[src/rtl/pc_seq_pkg.sv]
// pc_seq_pkg: shared definitions for the instruction-fetch / PC sequencer.
//   - sequencer state encoding
//   - opcode constants recognised by the sequencer itself
//   - instruction field positions and an opcode extraction helper
package pc_seq_pkg;

  typedef enum logic [2:0] {
    ST_IDLE  = 3'd0,
    ST_FETCH = 3'd1,
    ST_ISSUE = 3'd2,
    ST_EXEC  = 3'd3,
    ST_HALT  = 3'd4
  } pc_seq_state_e;

  localparam logic [5:0] OP_BEQ  = 6'b001001;
  localparam logic [5:0] OP_JUMP = 6'b010111;
  localparam logic [5:0] OP_NOP  = 6'b011000;
  localparam logic [5:0] OP_STOP = 6'b011001;

  localparam int OPCODE_HI = 31;
  localparam int OPCODE_LO = 26;
  localparam int OFFSET_HI = 15;
  localparam int OFFSET_LO = 0;

  function automatic logic [5:0] get_opcode(input logic [31:0] word);
    return word[OPCODE_HI:OPCODE_LO];
  endfunction

endpackage

[src/rtl/pc_sequencer_if.sv]
// pc_sequencer_if: instruction-memory fetch channel.
//   imem_req   : fetch request, held until imem_valid
//   imem_addr  : fetch address (PC_W bits), stable while imem_req is high
//   imem_valid : read data valid
//   imem_rdata : 32-bit instruction word
// master = sequencer side, slave = instruction memory side.
interface pc_sequencer_if #(
  parameter int PC_W = 10
) ();

  logic            imem_req;
  logic [PC_W-1:0] imem_addr;
  logic            imem_valid;
  logic [31:0]     imem_rdata;

  modport master (
    output imem_req,
    output imem_addr,
    input  imem_valid,
    input  imem_rdata
  );

  modport slave (
    input  imem_req,
    input  imem_addr,
    output imem_valid,
    output imem_rdata
  );

endinterface

[src/rtl/pc_next_calc.sv]
// pc_next_calc: combinational next-PC selection for the sequencer.
// Ports:
//   pc        in  current PC
//   instr     in  instruction being executed
//   cu_Jump, cu_Branch, cu_hlt in  decoded control from the control unit
//   alu_zero  in  ALU zero flag (BEQ compare)
//   pc_next   out PC to load after this instruction
//   halt_req  out this instruction stops the core
// All arithmetic wraps modulo 2^PC_W.
module pc_next_calc
  import pc_seq_pkg::*;
#(
  parameter int PC_W = 10
) (
  input  logic [PC_W-1:0] pc,
  input  logic [31:0]     instr,
  input  logic            cu_Jump,
  input  logic            cu_Branch,
  input  logic            cu_hlt,
  input  logic            alu_zero,
  output logic [PC_W-1:0] pc_next,
  output logic            halt_req
);

  logic [5:0]        op;
  logic signed [15:0] offset;
  logic [PC_W-1:0]   pc_inc;
  logic [PC_W-1:0]   pc_br;
  logic              unused_instr;

  assign op     = get_opcode(instr);
  assign offset = $signed(instr[OFFSET_HI:OFFSET_LO]);
  assign pc_inc = pc + PC_W'(1);
  // Sign-extend through 32 bits first so PC_W > 16 still gets a proper
  // extension, then truncate: the wrap falls out of the PC_W-bit add.
  assign pc_br  = pc + PC_W'(1) + PC_W'(32'(offset));

  // Only the opcode, offset and low PC_W bits are consumed.
  assign unused_instr = ^instr;

  // NOP is decoded before any cu_* input because the control unit leaves
  // them undefined for that opcode.
  always_comb begin
    halt_req = 1'b0;
    pc_next  = pc_inc;
    if (op == OP_STOP) begin
      halt_req = 1'b1;
      pc_next  = pc;
    end else if (op == OP_NOP) begin
      pc_next  = pc_inc;
    end else if (cu_hlt) begin
      halt_req = 1'b1;
      pc_next  = pc;
    end else if (cu_Jump) begin
      pc_next  = instr[PC_W-1:0];
    end else if (cu_Branch && alu_zero) begin
      pc_next  = pc_br;
    end
  end

endmodule

[src/rtl/pc_sequencer.sv]
// pc_sequencer: instruction fetch and program-counter sequencer.
// Fetches a word at pc, issues it to the control unit (opcode/instr_valid),
// waits for exec_done, then resolves halt / jump / branch / sequential.
// Ports:
//   clk, rst_n          clock, asynchronous active-low reset
//   imem                pc_sequencer_if.master fetch channel
//   instr, opcode       latched instruction and its opcode field
//   instr_valid         one-cycle pulse per issued instruction
//   exec_done           execute finished; control inputs sampled with it
//   cu_Jump, cu_Branch, cu_hlt, alu_zero  control-unit / ALU decisions
//   pc                  current PC
//   halted              core stopped (only rst_n leaves this)
//   retired_cnt         retired-instruction count
// Build option: define PC_SEQ_RETIRE_CNT_EN to build the retired-instruction
// counter; otherwise retired_cnt is tied to zero.
module pc_sequencer
  import pc_seq_pkg::*;
#(
  parameter int              PC_W     = 10,
  parameter logic [PC_W-1:0] RESET_PC = '0
) (
  input  logic            clk,
  input  logic            rst_n,
  pc_sequencer_if.master  imem,
  output logic [31:0]     instr,
  output logic [5:0]      opcode,
  output logic            instr_valid,
  input  logic            exec_done,
  input  logic            cu_Jump,
  input  logic            cu_Branch,
  input  logic            cu_hlt,
  input  logic            alu_zero,
  output logic [PC_W-1:0] pc,
  output logic            halted,
  output logic [31:0]     retired_cnt
);

  pc_seq_state_e   state;
  pc_seq_state_e   state_nxt;
  logic [PC_W-1:0] pc_calc;
  logic            halt_req;
  logic            exec_acc;

  assign exec_acc = (state == ST_EXEC) && exec_done;

  pc_next_calc #(
    .PC_W (PC_W)
  ) u_pc_next_calc (
    .pc        (pc),
    .instr     (instr),
    .cu_Jump   (cu_Jump),
    .cu_Branch (cu_Branch),
    .cu_hlt    (cu_hlt),
    .alu_zero  (alu_zero),
    .pc_next   (pc_calc),
    .halt_req  (halt_req)
  );

  always_comb begin
    state_nxt = state;
    case (state)
      ST_IDLE:  state_nxt = ST_FETCH;
      ST_FETCH: if (imem.imem_valid) state_nxt = ST_ISSUE;
      ST_ISSUE: state_nxt = ST_EXEC;
      ST_EXEC:  if (exec_done) state_nxt = halt_req ? ST_HALT : ST_FETCH;
      ST_HALT:  state_nxt = ST_HALT;
      default:  state_nxt = ST_IDLE;
    endcase
  end

  // Status outputs are registered from the next state so they line up
  // with the state they describe rather than lagging it by a cycle.
  always_ff @(posedge clk or negedge rst_n) begin
    if (!rst_n) begin
      state         <= ST_IDLE;
      pc            <= RESET_PC;
      instr         <= '0;
      opcode        <= '0;
      imem.imem_req <= 1'b0;
      instr_valid   <= 1'b0;
      halted        <= 1'b0;
    end else begin
      state         <= state_nxt;
      imem.imem_req <= (state_nxt == ST_FETCH);
      instr_valid   <= (state_nxt == ST_ISSUE);
      halted        <= (state_nxt == ST_HALT);
      if ((state == ST_FETCH) && imem.imem_valid) begin
        instr  <= imem.imem_rdata;
        opcode <= get_opcode(imem.imem_rdata);
      end
      if (exec_acc && !halt_req) begin
        pc <= pc_calc;
      end
    end
  end

  assign imem.imem_addr = pc;

`ifdef PC_SEQ_RETIRE_CNT_EN
  // Counts the halting instruction too; wraps naturally at 2^32.
  always_ff @(posedge clk or negedge rst_n) begin
    if (!rst_n) begin
      retired_cnt <= '0;
    end else if (exec_acc) begin
      retired_cnt <= retired_cnt + 32'd1;
    end
  end
`else
  assign retired_cnt = '0;
`endif

endmodule

[src/flat_wrapper.sv]
// flat-port wrapper written by rule: the top's interface ports become plain ports
module pc_sequencer_flat import pc_seq_pkg::*;
#(
  parameter int              PC_W     = 10,
  parameter logic [PC_W-1:0] RESET_PC = '0
)
  (clk, rst_n, instr, opcode, instr_valid, exec_done, cu_Jump, cu_Branch, cu_hlt, alu_zero, pc, halted, retired_cnt, imem_imem_req, imem_imem_addr, imem_imem_valid, imem_imem_rdata);
  pc_sequencer_if #(.PC_W(PC_W)) imem_i ();
  input  logic clk;
  input  logic rst_n;
  output logic [31:0] instr;
  output logic [5:0] opcode;
  output logic instr_valid;
  input  logic exec_done;
  input  logic cu_Jump;
  input  logic cu_Branch;
  input  logic cu_hlt;
  input  logic alu_zero;
  output logic [PC_W-1:0] pc;
  output logic halted;
  output logic [31:0] retired_cnt;
  output wire logic [$bits(imem_i.imem_req)-1:0] imem_imem_req;
  output wire logic [$bits(imem_i.imem_addr)-1:0] imem_imem_addr;
  input wire logic [$bits(imem_i.imem_valid)-1:0] imem_imem_valid;
  input wire logic [$bits(imem_i.imem_rdata)-1:0] imem_imem_rdata;
  assign imem_imem_req = imem_i.imem_req;
  assign imem_imem_addr = imem_i.imem_addr;
  assign imem_i.imem_valid = imem_imem_valid;
  assign imem_i.imem_rdata = imem_imem_rdata;
  pc_sequencer #(.PC_W(PC_W), .RESET_PC(RESET_PC)) u_core (.clk(clk), .rst_n(rst_n), .imem(imem_i), .instr(instr), .opcode(opcode), .instr_valid(instr_valid), .exec_done(exec_done), .cu_Jump(cu_Jump), .cu_Branch(cu_Branch), .cu_hlt(cu_hlt), .alu_zero(alu_zero), .pc(pc), .halted(halted), .retired_cnt(retired_cnt));
endmodule
[config.mk]
export PLATFORM = sky130hd
export DESIGN_NAME = pc_sequencer_flat
export DESIGN_NICKNAME = d
export VERILOG_FILES = /design/src/rtl/pc_seq_pkg.sv /design/src/rtl/pc_sequencer_if.sv /design/src/rtl/pc_next_calc.sv /design/src/rtl/pc_sequencer.sv /design/src/flat_wrapper.sv
export SDC_FILE = /design/constraint.sdc
export NUM_CORES = 1
export LEC_CHECK = 0
export BUFFER_PORTS_ARGS = -buffer_cell sky130_fd_sc_hd__buf_4
export CAP_MARGIN = 25
export CORE_MARGIN = 1
export CORE_UTILIZATION = 35
export CTS_CLUSTER_SIZE = 24
export DETAILED_ROUTE_END_ITERATION = 10
export PLACE_DENSITY = 0.71
export SLEW_MARGIN = 20
export SYNTH_ARGS = -nofsm -noshare
export SYNTH_HDL_FRONTEND = slang
export SYNTH_SLANG_ARGS = --single-unit
[constraint.sdc]
create_clock -name clk -period 2.8 [get_ports clk]
set_clock_uncertainty 0.15 [all_clocks]
set_input_delay 0.56 -clock clk [delete_from_list [all_inputs] [get_ports clk]]
set_output_delay 0.56 -clock clk [all_outputs]
set_load 0.01 [all_outputs]
# ---- Word level (Yosys, flattened, before mapping)
# Index checks and enable logic that the tools add are counted.
dict set report word_totals {
  elab_cells 38
  out_inout_bits 93
  register_bits 54
  input_bits 40
}
dict set report classes {
  mux 11
  bitwise_logic 1
  addsub 2
  n_eq_ne 10
  n_reduce_logical 7
}
# cell n
set op_table {}
lappend op_table {{10-bit two-way mux} 4}
lappend op_table {{3-bit one-hot mux with 5 select lines} 1}
lappend op_table {{6-bit by 5-bit == test with 1-bit output (second input constant)} 2}
lappend op_table {{10-bit by 1-bit adder with 10-bit output (second input constant)} 1}
lappend op_table {{10-bit adder} 1}
lappend op_table {{3-bit by 2-bit == test with 1-bit output (second input constant)} 3}
lappend op_table {{3-bit two-way mux} 3}
lappend op_table {{3-bit by 1-bit == test with 1-bit output (second input constant)} 2}
lappend op_table {{3-bit == test (second input constant)} 2}
lappend op_table {{1-bit logical AND} 4}
lappend op_table {{3-bit logical NOT} 1}
lappend op_table {{1-bit two-way mux} 3}
lappend op_table {{3-bit AND reduction} 1}
lappend op_table {{2-bit by 1-bit != test with 1-bit output (second input constant)} 1}
lappend op_table {{1-bit logical NOT} 1}
lappend op_table {{1-bit NOT} 1}

# ---- Logic depth before layout (Yosys ltp)
dict set report logic_depth {
  word_depth 7
  mapped_depth 12
  depth_no_buf 12
}

# ---- Cells and area by module
# A second synthesis with hierarchy kept.
dict set report hier_totals {
  cells_unflattened 311
  area_unflattened_um2 3186.8
}
# mod instances cells_each seq_area_each_um2 area_per_inst_um2
set modules_own_cells {}
lappend modules_own_cells {pc_sequencer 1 158 1201.2 2174.6}
lappend modules_own_cells {pc_next_calc 1 153 0.0 1012.2}

# ---- Worst setup path before layout
# Ideal clock, no wire load.
dict set report synth_path {
  path_type {register to register}
  from {reg u_core.pc[0], in the netlist u_core.imem.imem_addr[0]}
  to {reg u_core.pc[9], in the netlist u_core.imem.imem_addr[9]}
  required_ps 2568
  setup_ps 82
  slack_ps -251
  t_arrival_ps 2819
  n_path_buf 0
  stages_incl_launch_ff 13
  path_cell_list {dfrtp_1 > ha_1 > and4_1 > nand4_1 > xor2_1 > inv_1 > ha_1 > and3_4 > a221o_1 > a31oi_1 > xnor2_1 > a211o_1 > a31oi_1}
}
dict set report synth_between {
  elab_chain_cells 6
}
# item line_no
set synth_lines {}
lappend synth_lines {{start, declared} pc_sequencer.sv:33} ;# output logic [PC_W-1:0] pc,
lappend synth_lines {{start signal, assigned} pc_sequencer.sv:92} ;# pc <= pc_calc;
lappend synth_lines {{10-bit by 1-bit adder with 10-bit output (*)} {pc_next_calc.sv:33, pc_next_calc.sv:36}}
lappend synth_lines {{10-bit adder} pc_next_calc.sv:36} ;# assign pc_br = pc + PC_W'(1) + PC_W'(32'(offset));
lappend synth_lines {{10-bit two-way mux} pc_next_calc.sv:56} ;# end else if (cu_Branch && alu_zero) begin
lappend synth_lines {{10-bit two-way mux} pc_next_calc.sv:54} ;# end else if (cu_Jump) begin
lappend synth_lines {{10-bit two-way mux} pc_next_calc.sv:51} ;# end else if (cu_hlt) begin
lappend synth_lines {{10-bit two-way mux (*)} pc_next_calc.sv:49} ;# end else if (op == OP_NOP) begin
# Every way passes the cells marked *; elsewhere a longest branch is shown, timed or not. The select of a mux whose other input is x is not followed.
# A chain may end at the register's enable or synchronous reset.

# ---- Final worst setup path
dict set report layout_path {
  from {reg u_core.pc[1], in the netlist u_core.imem.imem_addr[1]}
  to {reg u_core.pc[9], in the netlist u_core.imem.imem_addr[9]}
}
# Same word-level chain as after synthesis.

==> flow_summary.json <==
{
  "worstPathCellList": "ha_4 > and4_4 > buf_4 > nand2_2 > xnor2_1 > ha_1 > and3_4 > a221o_1 > a31oi_4 > xnor2_2 > a211o_1 > a31oi_1",
  "vias": 2540,
  "h-tree-depth": 2,
  "root_buffer": "clkbuf_8",
  "grt.total_usage_pct": 16.4,
  "grt_pass1_vias": 2339,
  "final-hold-violation-count": 0,
  "gp_congestion": 0.925,
  "max_cap_violations": 0,
  "power.switching_mw": 2.04,
  "dieArea_um2": 9030,
  "synthTopCellsByCount": "buf_4, dfrtp_1, mux2_2, a21oi_1, nor2_1",
  "postCtsHoldBufs": 0,
  "die-height_um": 95.0,
  "synth_top_area_share_pct": 39.7,
  "critPathMaxFanout": 3,
  "violations": "setup timing",
  "num_io_pins": 133,
  "fin_nets": 449,
  "core-area_um2": 8300,
  "cts.sinks": 48,
  "cts_tree": "yes",
  "dp_hpwl_um": 5440,
  "post-route-drc-count": 0,
  "clk_pin_slew_ps": 100,
  "power_density_nw_per_um2": 1240,
  "worstSetupPathType": "reg -> reg",
  "hold_class": "in -> async",
  "drt_pre_antenna_iters": 4,
  "die_w_um": 95.0,
  "clkPwrFrac_pct": 9.1,
  "ys_seq_area_share_pct": 39.7,
  "crit_family": "compound AO/OA/AOI/OAI gates",
  "cp-end-kind": "register",
  "crit_arrival_ps": 2920,
  "p_leak_nw": 1.88,
  "ant_nets": 0,
  "wire_per_inst_um": 14.2,
  "start_kind": "register",
  "fin_tns_setup_ps": -36.5,
  "drt_iter0_markers": 157,
  "power_mw": 4.87,
  "finalCritPeriodShare_pct": 101,
  "synth_area_per_cell_um2": 10.1,
  "worstSkewPairLatency_ps": 300,
  "drt-vias-per-instance": 5.04,
  "power_frac_seq_pct": 28.7,
  "ys_dominant_reg_cell": "dfrtp_1",
  "vdd_drop_max_uv": 594,
  "power_frac_comb_pct": 62.2,
  "final-setup-viol-count": 1,
  "portBuffers": 100,
  "crit_path_top_delay_cell": "dfrtp_2",
  "reg2regPathDepth": 12,
  "max_freq_ghz": 0.353,
  "worst_ep_required_time_ps": 2880,
  "rows": 33,
  "finalCriticalPeriod_ps": 2840,
  "setup_ws_ps": -36.5,
  "areaGrowthSynthToFinish_pct": 29.6,
  "worst-path-stages": 12,
  "synth_largest_area_cell": "dfrtp_1",
  "sw_frac_of_total_pct": 41.9,
  "critPathMaxStageDelay_ps": 410,
  "run_status": "finished with violations",
  "antenna_found_initial": 0,
  "layout-drive-gt1-share_pct": 43.9,
  "initial_core_util_pct": 36.5,
  "cts_buffers": 5,
  "max-slew-margin-rel_pct": 49.9,
  "synth_cells": 299,
  "synth.distinct_cells": 52,
  "intPower_mw": 2.83,
  "tightest_slew_ps": 748,
  "grt_first_pass_wirelength_um": 11500,
  "grt_start_max_net_pins": 49,
  "syn_area_um2": 3030,
  "synth-edff-count": 0,
  "final_util_pct": 47.3,
  "r2r_slack_ps": -40,
  "rsz0062_at_grt": "true",
  "crit_buf_inv": 1,
  "synthArstFlopShare_pct": 100,
  "num_antenna_cells": 0,
  "wirelength_um": 7150,
  "finalMaxSlewViolations": 0,
  "synth.area.top_cells": "dfrtp_1, buf_4, mux2_2",
  "grt_overflow": 0,
  "whs_ps": 119,
  "clock_path_buffers": 2,
  "ys.warnings.count": 0,
  "ys_ff_latch": 48
}
## state kept, by name (all words and copies together) (netlist names)
name	cells
u_core.imem.imem_addr	10
u_core.instr_valid	1
u_core.state	3
u_core.instr	26
u_core.imem.imem_req	1
u_core.opcode	6
u_core.halted	1
## placed cells by master (no fill, tap or decap), types with 3 or more instances in the layout
| cell type | n |
|---|---|
| buf_4 | 117 |
| dfrtp_1 | 45 |
| conb_1 | 32 |
| mux2_2 | 30 |
| a21oi_1 | 19 |
| nor2_1 | 16 |
| inv_1 | 12 |
| nand2_1 | 12 |
| nand3_1 | 8 |
| ha_1 | 8 |
| xnor2_1 | 6 |
| o21ai_0 | 6 |
| xor2_1 | 5 |
| clkbuf_8 | 5 |
| o22ai_1 | 4 |
| mux2i_1 | 4 |
| o32ai_1 | 3 |
| nand4_1 | 3 |
| nor3_1 | 3 |
| a31oi_1 | 3 |
| o31ai_1 | 3 |
| dfrtp_2 | 3 |
## routing by layer
layer,GRT usage (%),wire length (µm)
met3,4.31,575
met4,3.54,54
met1,22.5,3260
met5,0,0
met2,25.8,3260
## per-stage QoR
step | setup WS (ps) | instance area, µm² | cells
2_1_floorplan | -57.2 | 3180 | 330
3_3_place_gp | -46.2 | 3780 | 495
3_5_place_dp | -88.8 | 3780 | 495
4_1_cts | -65.9 | 3890 | 504
5_1_grt | -192 | 3930 | 504
6_report | -36.5 | 3930 | 504
## power groups by stage
stage | sequential (mW) | combinational (mW) | clock (mW)
final | 1.40 | 3.03 | 0.442
after global routing | 1.46 | 3.33 | 0.493
after CTS | 1.40 | 2.92 | 0.468
after detailed placement | 1.41 | 2.89 | 0
after global placement | 1.39 | 2.83 | 0
after floorplan | 1.50 | 1.75 | 0
## layout make-up
class	count	area, µm²
clock inverter	3	26.3
tap	105	131
clock buffer	5	68.8
multi-input combinational	214	1570
sequential	48	1200
timing repair buffer	117	878
inverter	12	45.0
fill	761	4370
## what timing repair did
action                                  4_1_cts  5_1_grt
pin swaps                                     2        2
buffers inserted                              1        0
gates resized for setup                       2        6
endpoints found under the setup margin        1        4
## path summary, 6_finish.rpt
path                                           from                       end
max                        u_core.imem.imem_addr[1]  u_core.imem.imem_addr[9]
min                                           rst_n        u_core.instr_valid
max reg2reg                u_core.imem.imem_addr[1]  u_core.imem.imem_addr[9]
min reg2reg                        u_core.instr[13]          u_core.instr[13]
max in group asynchronous                     rst_n  u_core.imem.imem_addr[2]
min in group clk                imem_imem_rdata[27]          u_core.opcode[1]
## cells by family after synthesis
kind of cell	after synthesis	synth area share [%]
AND/OR/NAND/NOR	60	10.3
multiplexers	34	12.5
adder cells (fa/ha/maj)	11	4.79
AO/OA/AOI/OAI	65	14.3
flip-flops	48	39.7
buffers and inverters	68	14.9
XOR/XNOR	12	3.47
other	1	0.124
Note: power is estimated with default switching activity, not from simulation.
